File: src/rtl/game_flow_ctrl_pkg.sv
// Shared definitions for the game-flow controller: state encoding and
// classification helpers used by the FSM and its timers.
package game_flow_ctrl_pkg;

    localparam int unsigned STATE_W = 3;

    // Codes are consumed directly by the renderer / game logic.
    typedef enum logic [STATE_W-1:0] {
        STATE_START   = 3'd0,
        STATE_INGAME  = 3'd1,
        STATE_WON     = 3'd2,
        STATE_OVER    = 3'd3,
        STATE_PAUSE   = 3'd4,
        STATE_LEVELUP = 3'd5,
        STATE_RESPAWN = 3'd6
    } state_e;

    // States whose entry re-arms the key hold-off window.
    function automatic logic is_holdoff_state(input state_e s);
        return (s == STATE_START) || (s == STATE_WON) ||
               (s == STATE_OVER)  || (s == STATE_PAUSE);
    endfunction

    // States that show a timed banner before returning to play.
    function automatic logic is_banner_state(input state_e s);
        return (s == STATE_LEVELUP) || (s == STATE_RESPAWN);
    endfunction

endpackage

File: src/rtl/key_edge_det.sv
// Rising-edge detector with a registered pulse output.
// Ports:
//   i_clk    system clock
//   i_rst_n  synchronous reset, active low (clears history and pulse)
//   i_level  level-sensitive inputs
//   o_rise   one-cycle pulse per bit, one cycle after the input rises
module key_edge_det #(
    parameter int unsigned WIDTH = 1
) (
    input  logic             i_clk,
    input  logic             i_rst_n,
    input  logic [WIDTH-1:0] i_level,
    output logic [WIDTH-1:0] o_rise
);

    logic [WIDTH-1:0] r_hist;
    logic [WIDTH-1:0] r_rise;

    // History and pulse registered together; a held input yields one pulse only.
    always_ff @(posedge i_clk) begin
        if (!i_rst_n) begin
            r_hist <= '0;
            r_rise <= '0;
        end else begin
            r_hist <= i_level;
            r_rise <= i_level & ~r_hist;
        end
    end

    assign o_rise = r_rise;

endmodule

File: src/rtl/game_flow_ctrl.sv
// Top-level game-flow controller: start / play / pause / level-up /
// respawn / won / over sequencing with a lives counter, level progression,
// edge-detected key events and a post-transition key hold-off.
// Ports:
//   iClk, iRst_n   clock and synchronous active-low reset
//   iKeys          direction/action keys (any bit counts as a press)
//   iKey_pause     pause key
//   iGame_won      level cleared (honoured in INGAME only)
//   iGame_over     life lost (honoured in INGAME only)
//   oState         current state code
//   oLevel         current level, 0-based
//   oLives         remaining lives
//   oNew_game      one-cycle pulse on START -> INGAME
//   oState_chg     one-cycle pulse in the first cycle of each new state
module game_flow_ctrl
    import game_flow_ctrl_pkg::*;
#(
    parameter int unsigned NUM_KEYS    = 4,
    parameter int unsigned NUM_LEVELS  = 4,
    parameter int unsigned NUM_LIVES   = 3,
    parameter int unsigned HOLDOFF_CYC = 1024,
    parameter int unsigned BANNER_CYC  = 512,
    localparam int unsigned LEVEL_W    = ($clog2(NUM_LEVELS) > 0) ? $clog2(NUM_LEVELS) : 1,
    localparam int unsigned LIVES_W    = ($clog2(NUM_LIVES + 1) > 0) ? $clog2(NUM_LIVES + 1) : 1
) (
    input  logic                iClk,
    input  logic                iRst_n,
    input  logic [NUM_KEYS-1:0] iKeys,
    input  logic                iKey_pause,
    input  logic                iGame_won,
    input  logic                iGame_over,
    output logic [STATE_W-1:0]  oState,
    output logic [LEVEL_W-1:0]  oLevel,
    output logic [LIVES_W-1:0]  oLives,
    output logic                oNew_game,
    output logic                oState_chg
);

    localparam int unsigned HOLD_W   = ($clog2(HOLDOFF_CYC + 1) > 0) ? $clog2(HOLDOFF_CYC + 1) : 1;
    localparam int unsigned BANNER_W = ($clog2(BANNER_CYC + 1) > 0) ? $clog2(BANNER_CYC + 1) : 1;

    state_e              r_state;
    logic [LEVEL_W-1:0]  r_level;
    logic [LIVES_W-1:0]  r_lives;
    logic                r_new_game;
    logic                r_state_chg;
    logic [HOLD_W-1:0]   r_holdoff;
    logic [BANNER_W-1:0] r_banner;

    state_e              w_state_nxt;
    logic [LEVEL_W-1:0]  w_level_nxt;
    logic [LIVES_W-1:0]  w_lives_nxt;
    logic                w_new_game_nxt;
    logic                w_enter;
    logic                w_any_key;
    logic                w_key_ev;
    logic                w_pause_ev;
    logic                w_key_ok;
    logic                w_pause_ok;

    // Any key counts as a press, so the OR is edge-detected as one event.
    assign w_any_key = |iKeys;

    key_edge_det #(.WIDTH(1)) u_key_edge (
        .i_clk   (iClk),
        .i_rst_n (iRst_n),
        .i_level (w_any_key),
        .o_rise  (w_key_ev)
    );

    key_edge_det #(.WIDTH(1)) u_pause_edge (
        .i_clk   (iClk),
        .i_rst_n (iRst_n),
        .i_level (iKey_pause),
        .o_rise  (w_pause_ev)
    );

    // Events during hold-off are dropped, not queued.
    assign w_key_ok   = w_key_ev   && (r_holdoff == '0);
    assign w_pause_ok = w_pause_ev && (r_holdoff == '0);
    assign w_enter    = (w_state_nxt != r_state);

    // State, level, lives and pulse registers.
    always_ff @(posedge iClk) begin
        if (!iRst_n) begin
            r_state     <= STATE_START;
            r_level     <= '0;
            r_lives     <= LIVES_W'(NUM_LIVES);
            r_new_game  <= 1'b0;
            r_state_chg <= 1'b0;
        end else begin
            r_state     <= w_state_nxt;
            r_level     <= w_level_nxt;
            r_lives     <= w_lives_nxt;
            r_new_game  <= w_new_game_nxt;
            r_state_chg <= w_enter;
        end
    end

    // Hold-off and banner timers; both reload on entry and count down to 0.
    always_ff @(posedge iClk) begin
        if (!iRst_n) begin
            r_holdoff <= HOLD_W'(HOLDOFF_CYC);
            r_banner  <= '0;
        end else begin
            if (w_enter && is_holdoff_state(w_state_nxt)) begin
                r_holdoff <= HOLD_W'(HOLDOFF_CYC);
            end else if (r_holdoff != '0) begin
                r_holdoff <= r_holdoff - HOLD_W'(1);
            end

            if (w_enter && is_banner_state(w_state_nxt)) begin
                r_banner <= BANNER_W'(BANNER_CYC);
            end else if (r_banner != '0) begin
                r_banner <= r_banner - BANNER_W'(1);
            end
        end
    end

    // Next-state, level and lives logic.
    always_comb begin
        w_state_nxt    = r_state;
        w_level_nxt    = r_level;
        w_lives_nxt    = r_lives;
        w_new_game_nxt = 1'b0;

        case (r_state)
            STATE_START: begin
                if (w_key_ok) begin
                    w_state_nxt    = STATE_INGAME;
                    w_level_nxt    = '0;
                    w_lives_nxt    = LIVES_W'(NUM_LIVES);
                    w_new_game_nxt = 1'b1;
                end
            end

            // Life loss outranks level clear, which outranks pause.
            STATE_INGAME: begin
                if (iGame_over) begin
                    if (r_lives <= LIVES_W'(1)) begin
                        w_state_nxt = STATE_OVER;
                        w_lives_nxt = '0;
                    end else begin
                        w_state_nxt = STATE_RESPAWN;
                        w_lives_nxt = r_lives - LIVES_W'(1);
                    end
                end else if (iGame_won) begin
                    if (r_level >= LEVEL_W'(NUM_LEVELS - 1)) begin
                        w_state_nxt = STATE_WON;
                    end else begin
                        w_state_nxt = STATE_LEVELUP;
                        w_level_nxt = r_level + LEVEL_W'(1);
                    end
                end else if (w_pause_ev) begin
                    w_state_nxt = STATE_PAUSE;
                end
            end

            STATE_PAUSE: begin
                if (w_pause_ok) begin
                    w_state_nxt = STATE_INGAME;
                end
            end

            STATE_LEVELUP, STATE_RESPAWN: begin
                if (r_banner == '0) begin
                    w_state_nxt = STATE_INGAME;
                end
            end

            STATE_WON, STATE_OVER: begin
                if (w_key_ok || w_pause_ok) begin
                    w_state_nxt = STATE_START;
                end
            end

            // Unused code 7 recovers to START.
            default: begin
                w_state_nxt = STATE_START;
            end
        endcase
    end

    assign oState     = r_state;
    assign oLevel     = r_level;
    assign oLives     = r_lives;
    assign oNew_game  = r_new_game;
    assign oState_chg = r_state_chg;

endmodule

File: config.mk
export PLATFORM = sky130hd
export DESIGN_NAME = game_flow_ctrl
export DESIGN_NICKNAME = d
export VERILOG_FILES = /design/src/rtl/game_flow_ctrl_pkg.sv /design/src/rtl/key_edge_det.sv /design/src/rtl/game_flow_ctrl.sv
export SDC_FILE = /design/constraint.sdc
export NUM_CORES = 1
export LEC_CHECK = 0
export CAP_MARGIN = 20
export CELL_PAD_IN_SITES_DETAIL_PLACEMENT = 1
export CELL_PAD_IN_SITES_GLOBAL_PLACEMENT = 1
export CORE_MARGIN = 10
export CORE_UTILIZATION = 38
export CTS_CLUSTER_SIZE = 12
export DETAILED_ROUTE_END_ITERATION = 8
export GPL_TIMING_DRIVEN = 0
export PLACE_DENSITY_LB_ADDON = 0.12
export SLEW_MARGIN = 25
export SYNTH_ARGS = -nofsm -noshare
export SYNTH_HDL_FRONTEND = slang
export SYNTH_HIERARCHICAL = 1
export SYNTH_SLANG_ARGS = --single-unit
File: constraint.sdc
create_clock -name iClk -period 2.3 [get_ports iClk]
set_input_delay 0.46 -clock iClk [delete_from_list [all_inputs] [get_ports iClk]]
set_output_delay 0.46 -clock iClk [all_outputs]
set_load 0.05 [all_outputs]
==> flow_summary.toml, run 1 <==
[run]
max_cap_violations = 0

[routing]
drt-initial-drc-count = 24
route.detailed.drc = 0
avgRoutedWirePerCell_um = 16.1
dr_total_vias = 1541
antenna_left = 0
dr_wl_met3_um = 174
highest_layer = "met4"
met1_length_um = 1980
drt-total-wl_um = 4520
dr_wl_met2_um = 2300
post_drt_via_cell_ratio = 5.50
firstDrtPassIters = 4

[clock_tree]
path_clk_slew_ps = 70
clk_latency_ps = 290
clock_sinks = 34
cts_made_buffers = 5
cts_htree_levels = 2
clock_path_buffers = 2
clockRootBuffer = "clkbuf_8"
cts_tree = "done"

[cells_and_area]
area_growth_pct = 32.3
n_antenna_cell = 0
nets = 241
final_util = 0.515
drive_gt1_frac = 0.254
n_fill_cell = 501

[synth]
netlist_area_sq_um = 1670
syn_avg_cell_area_sq_um = 8.80
ys_seq_elements = 34
syn_inst = 190
synth_edf_count = 0
synth-main-ff-cell = "dfxtp_1"
netlist_top_cells_area = "dfxtp_1, nor2_1, xnor2_1, nand3_1, ha_1"
ys_types = 51
yosys_warnings = 6
synth_top_cells_by_count = "dfxtp_1, nor2_1, nand3_1"
synth_seq_area_share = 0.407
yosys.area.top_type_share = 0.407
async_reset_ff_frac = 0
yosys.area.top_type = "dfxtp_1"
synth_fp_nets = 204
synth.most_common_cell = "dfxtp_1"

[grt]
overflow = 0
grt_pass1_wl_um = 7550
globalRouteTotalUtil = 0.123
antenna_found_initial = 0
grt_pass1_vias = 1605
grt_max_degree = 13

[place]
dp.final_hpwl_um = 3030
place.gp.congestion = 0.795
port_buffers = 17
pre_cts_slack_ps = -788

[sta]
rsz0062_at_grt = "yes"
fmax_ghz = 0.437
setup_viol = 0
worst_slew_pin_slew_ps = 523
fin_ws_ps = 9.36
slew_headroom = 0.650
fin_skew_ps = 8.84
period_share = 0.996
final.min_clock_period_ps = 2290
drv_slew = 0
hold_ws_ps = 487
finalHoldViolCount = 0

[floorplan]
die_x_um = 86.3
die_h_um = 86.3
dieArea_sq_um = 7450
num_rows = 24
core_sq_um = 4290
pin_count = 18
initial_core_util = 0.389

[worst_setup_path]
crit_fanout = 5
worstSetupStartpointType = "flop"
endpoint_kind = "flop"
slowest_delay_ps = 330
crit_chain = "inv_2, ha_4, nor4b_4, o2111ai_2, and3_4, or3_4, a311o_1, buf_6, a211oi_2"
path_class = "flop to flop"
worstPathRequired_ps = 2520
slowest_stage = "dfxtp_2"
arrival_ps = 2510

[status]
outcome = "finished, final reports clean"

[power_and_ir_drop]
leakage_nw = 0.869
powerDensity_nw_per_um2 = 1100
report.power.total_w = 0.00244
ir_worst_vdd_mv = 0.493

[worst_hold_path]
hp-class = "flop to flop"
-- sequential cells by signal, indices dropped and copies added, names as in the netlist --
register and cells:
u_pause_edge/r_hist 1, r_banner 10, oState 3, r_holdoff 11
u_key_edge/r_hist 1, u_pause_edge/o_rise 1, u_key_edge/o_rise 1, oLevel 2
oState_chg 1, oNew_game 1, oLives 2
-- stage by stage --
stage / cell area (sq um) / TNS, ps / cells
3_5_place_dp: 1910 / -12170 / 259
6_report: 2210 / 0 / 280
3_3_place_gp: 1910 / -11760 / 259
2_1_floorplan: 1680 / 0 / 190
5_1_grt: 2210 / -723 / 280
4_1_cts: 2100 / -25.2 / 275
-- power by group --
group          total, W  switching, W  internal, W
Sequential     0.000932      0.000190     0.000742
Combinational   0.00106      0.000546     0.000512
Clock          0.000449      0.000208     0.000241
-- area by class of cell --
type,instances,area [sq um],share of cell area
Buffer,3,30.0,0.0136
Multi-Input combinational cell,144,1040,0.468
Sequential cell,34,691,0.312
Tap cell,52,65.1,0.0294
Clock buffer,7,86.3,0.0390
Timing Repair Buffer,30,265,0.120
Clock inverter,1,5.00,0.00226
Inverter,9,33.8,0.0153
-- metal layers --
metal	GRT usage	vias up
met4	0.0398	0
met3	0.0441	7
li1	-	753
met2	0.209	21
met5	0	-
met1	0.139	760
-- cell usage in the layout (no fill, tap or decap), drive strengths merged, types with 5 or more instances in the layout --
master and count:
dfxtp 34, xnor2 9, inv 9, clkbuf 7
nand2 7, nand3 13, ha 5, nor3 9
buf 16, a21oi 11, nor2 31, clkdlybuf4s50 15
-- logic make-up after synthesis --
family          synth area share
fa+ha+maj                 0.0374
compound gates             0.138
xor+xnor                  0.0576
flops                      0.407
simple gates               0.311
buf+inv                   0.0359
mux                       0.0127
-- worst paths after layout --
| check | startpoint | end | slack [ps] | depth (start not counted) |
|---|---|---|---|---|
| worst min-delay path | r_holdoff[3] | r_holdoff[3] | 490 | 2 |
| worst min register to register | r_holdoff[3] | r_holdoff[3] | 490 | 2 |
| worst max register to register | r_holdoff[1] | r_banner[1] | 9 | 9 |
| worst max-delay path | r_holdoff[1] | r_banner[1] | 9 | 9 |
-- what timing repair did --
| item | 4_1_cts | 5_1_grt |
|---|---|---|
| gates cloned | 1 | 1 |
| setup endpoints to repair | 25 | 22 |
| hold buffers | 0 | 0 |
| gates resized for setup | 15 | 18 |
| buffers inserted | 7 | 4 |
| pin swaps | 6 | 1 |
-- worst max-delay path: cells and delay by family, from the launching register on --
kind            cells  cell delay (ps)
simple gates        3              870
fa+ha+maj           1              140
flops               1              330
compound gates      3              650
buf+inv             2              220
Power figures use the tool's default switching activity.
==> run 2, diff against run 1 <==
--- a/config.mk
+++ b/config.mk
@@ -12,7 +12,6 @@
 export CORE_UTILIZATION = 38
 export CTS_CLUSTER_SIZE = 12
 export DETAILED_ROUTE_END_ITERATION = 8
-export GPL_TIMING_DRIVEN = 0
 export PLACE_DENSITY_LB_ADDON = 0.12
 export SLEW_MARGIN = 25
 export SYNTH_ARGS = -nofsm -noshare
==> run 2 against run 1 <==
Count of clock-buffer cells in the layout did not move; wire length fell by 3.1%; sequential cell count did not move; critical path depth fell by 1; sequential share of layout area barely moved; non-clock buffer count rose by 7; combinational power barely moved; register-to-register slack improved by 130 ps; die area did not move; largest power group unchanged; highest routed layer unchanged.
==> flow_summary.toml, run 2 (synthesis results as in run 1) <==
[worst_setup_path]
crit_chain = "inv_2, ha_2, nor4b_4, o2111ai_2, and3_4, or3_4, a311o_2, a211oi_2"
cp-startpoint = "r_holdoff[0]"
crit_fanout = 5
slowest_delay_ps = 380
endpoint_kind = "flop"
cp_top_family = "simple AND/OR/NAND/NOR gates"
slowest_stage = "a311o_2"
worst-path-buf-inv = 1
arrival_ps = 2370
r2r_start = "r_holdoff[0]"
worstPathRequired_ps = 2510
worstSetupStartpointType = "flop"
path_class = "flop to flop"

[grt]
globalRouteTotalUtil = 0.125
grt_pass1_vias = 1616
antenna_found_initial = 0
grt_max_degree = 14
grt_pass1_wl_um = 7620
overflow = 0

[power_and_ir_drop]
ir_worst_vdd_mv = 0.466
powerDensity_nw_per_um2 = 1080
leakage_nw = 0.924

[sta]
fmax_ghz = 0.464
rsz0062_at_grt = "no"
finalHoldViolCount = 0
fin_ws_ps = 143
fin_skew_ps = 3.53
final.min_clock_period_ps = 2160
worst_slew_pin_slew_ps = 517
slew_headroom = 0.655
setup_viol = 0
drv_slew = 0
period_share = 0.938

[floorplan]
core_sq_um = 4290
initial_core_util = 0.389
pin_count = 18
num_rows = 24
die_h_um = 86.3
dieArea_sq_um = 7450
die_x_um = 86.3

[cells_and_area]
nets = 249
final_cell_mix = "nor2_1, dfxtp_1, buf_4"
largest_register_ffs = 11
n_antenna_cell = 0
regMostFlops = "r_holdoff"
fin_cells = 288
area_growth_pct = 32.0
final_area_sq_um = 2210
drive_gt1_frac = 0.237

[clock_tree]
cts_hold_buf = 0
clock_path_buffers = 2
clockRootBuffer = "clkbuf_8"
cts_made_buffers = 5
clock_sinks = 34
clk_latency_ps = 290
cts_tree = "done"
path_clk_slew_ps = 70
cts_htree_levels = 2

[worst_hold_path]
hp-class = "flop to flop"
holdCritStartpoint = "r_holdoff[3]"

[routing]
dr_total_vias = 1551
firstDrtPassIters = 4
drt-initial-drc-count = 59
avgRoutedWirePerCell_um = 15.2
drt-total-wl_um = 4380
post_drt_via_cell_ratio = 5.39
route.detailed.drc = 0
antenna_left = 0

[place]
placedInstanceArea_sq_um = 2050
pre_cts_slack_ps = -367
dp.final_hpwl_um = 3390
place.gp.congestion = 0.808
port_buffers = 17
dp_cells = 278

[run]
max_cap_violations = 0

[status]
outcome = "finished, final reports clean"
==> run 2: cell types whose count changed in the layout (fill, tap and decap cells not counted), sizes merged <==
cell and delta:
buf +7, dlymetal6s2s +2, dlygate4sd2 -1, clkdlybuf4s50 -1, a311o +1
==> run 2: through the flow <==
stage | hold WS, ps | util | TNS [ps] | power (W)
after global routing | 517 | 0.514 | 0 | 0.00259
after CTS | 495 | 0.508 | 0 | 0.00240
after floorplan | 448 | - | 0 | 0.00157
after detailed placement | 483 | 0.478 | -4800 | 0.00193
final | 486 | 0.514 | 0 | 0.00239
after global placement | 461 | 0.478 | -3370 | 0.00184
==> run 2: final cells by class <==
class                   instances  area, sq um
fillers                       505         2090
repair buffers                 40          347
well taps                      52         65.1
flip-flops and latches         34          689
clock buffers                   7         86.3
clock inverters                 1         5.00
inverters                       9         33.8
multi-input cells             145          981
==> run 2: repair_timing <==
item,in CTS,in global routing
cloned,1,0
endpoints found under the setup margin,1,16
buffers inserted,1,0
resized for setup,8,7
pin swaps,5,5
==> run 2: path summary, 6_finish.rpt <==
path                        to  slack (ps)  depth (start not counted)
setup / recovery   r_banner[1]         140                          8
hold / removal    r_holdoff[3]         490                          2
setup reg to reg   r_banner[1]         140                          8
hold reg to reg   r_holdoff[3]         490                          2
==> run 2: routing by layer <==
| metal | vias to the layer above | global-route usage | part of all wire |
|---|---|---|---|
| met4 | 0 | 0.0442 | 0.014 |
| li1 | 774 | - | - |
| met3 | 6 | 0.0394 | 0.044 |
| met1 | 746 | 0.148 | 0.45 |
| met2 | 25 | 0.207 | 0.49 |
| met5 | - | 0 | 0 |
==> run 2: where the power goes <==
group          total [W]  internal [W]  leakage [nW]  switching, W
logic            0.00103      0.000500         0.595      0.000532
clock network   0.000452      0.000241        0.0482      0.000211
registers       0.000906      0.000740         0.281      0.000166
==> run 2: tightest hold or removal path, cell delays in order, from the launching register on <==
cell and delay (ps):
dfxtp_1 310, o31ai_1 60, a21oi_1 60
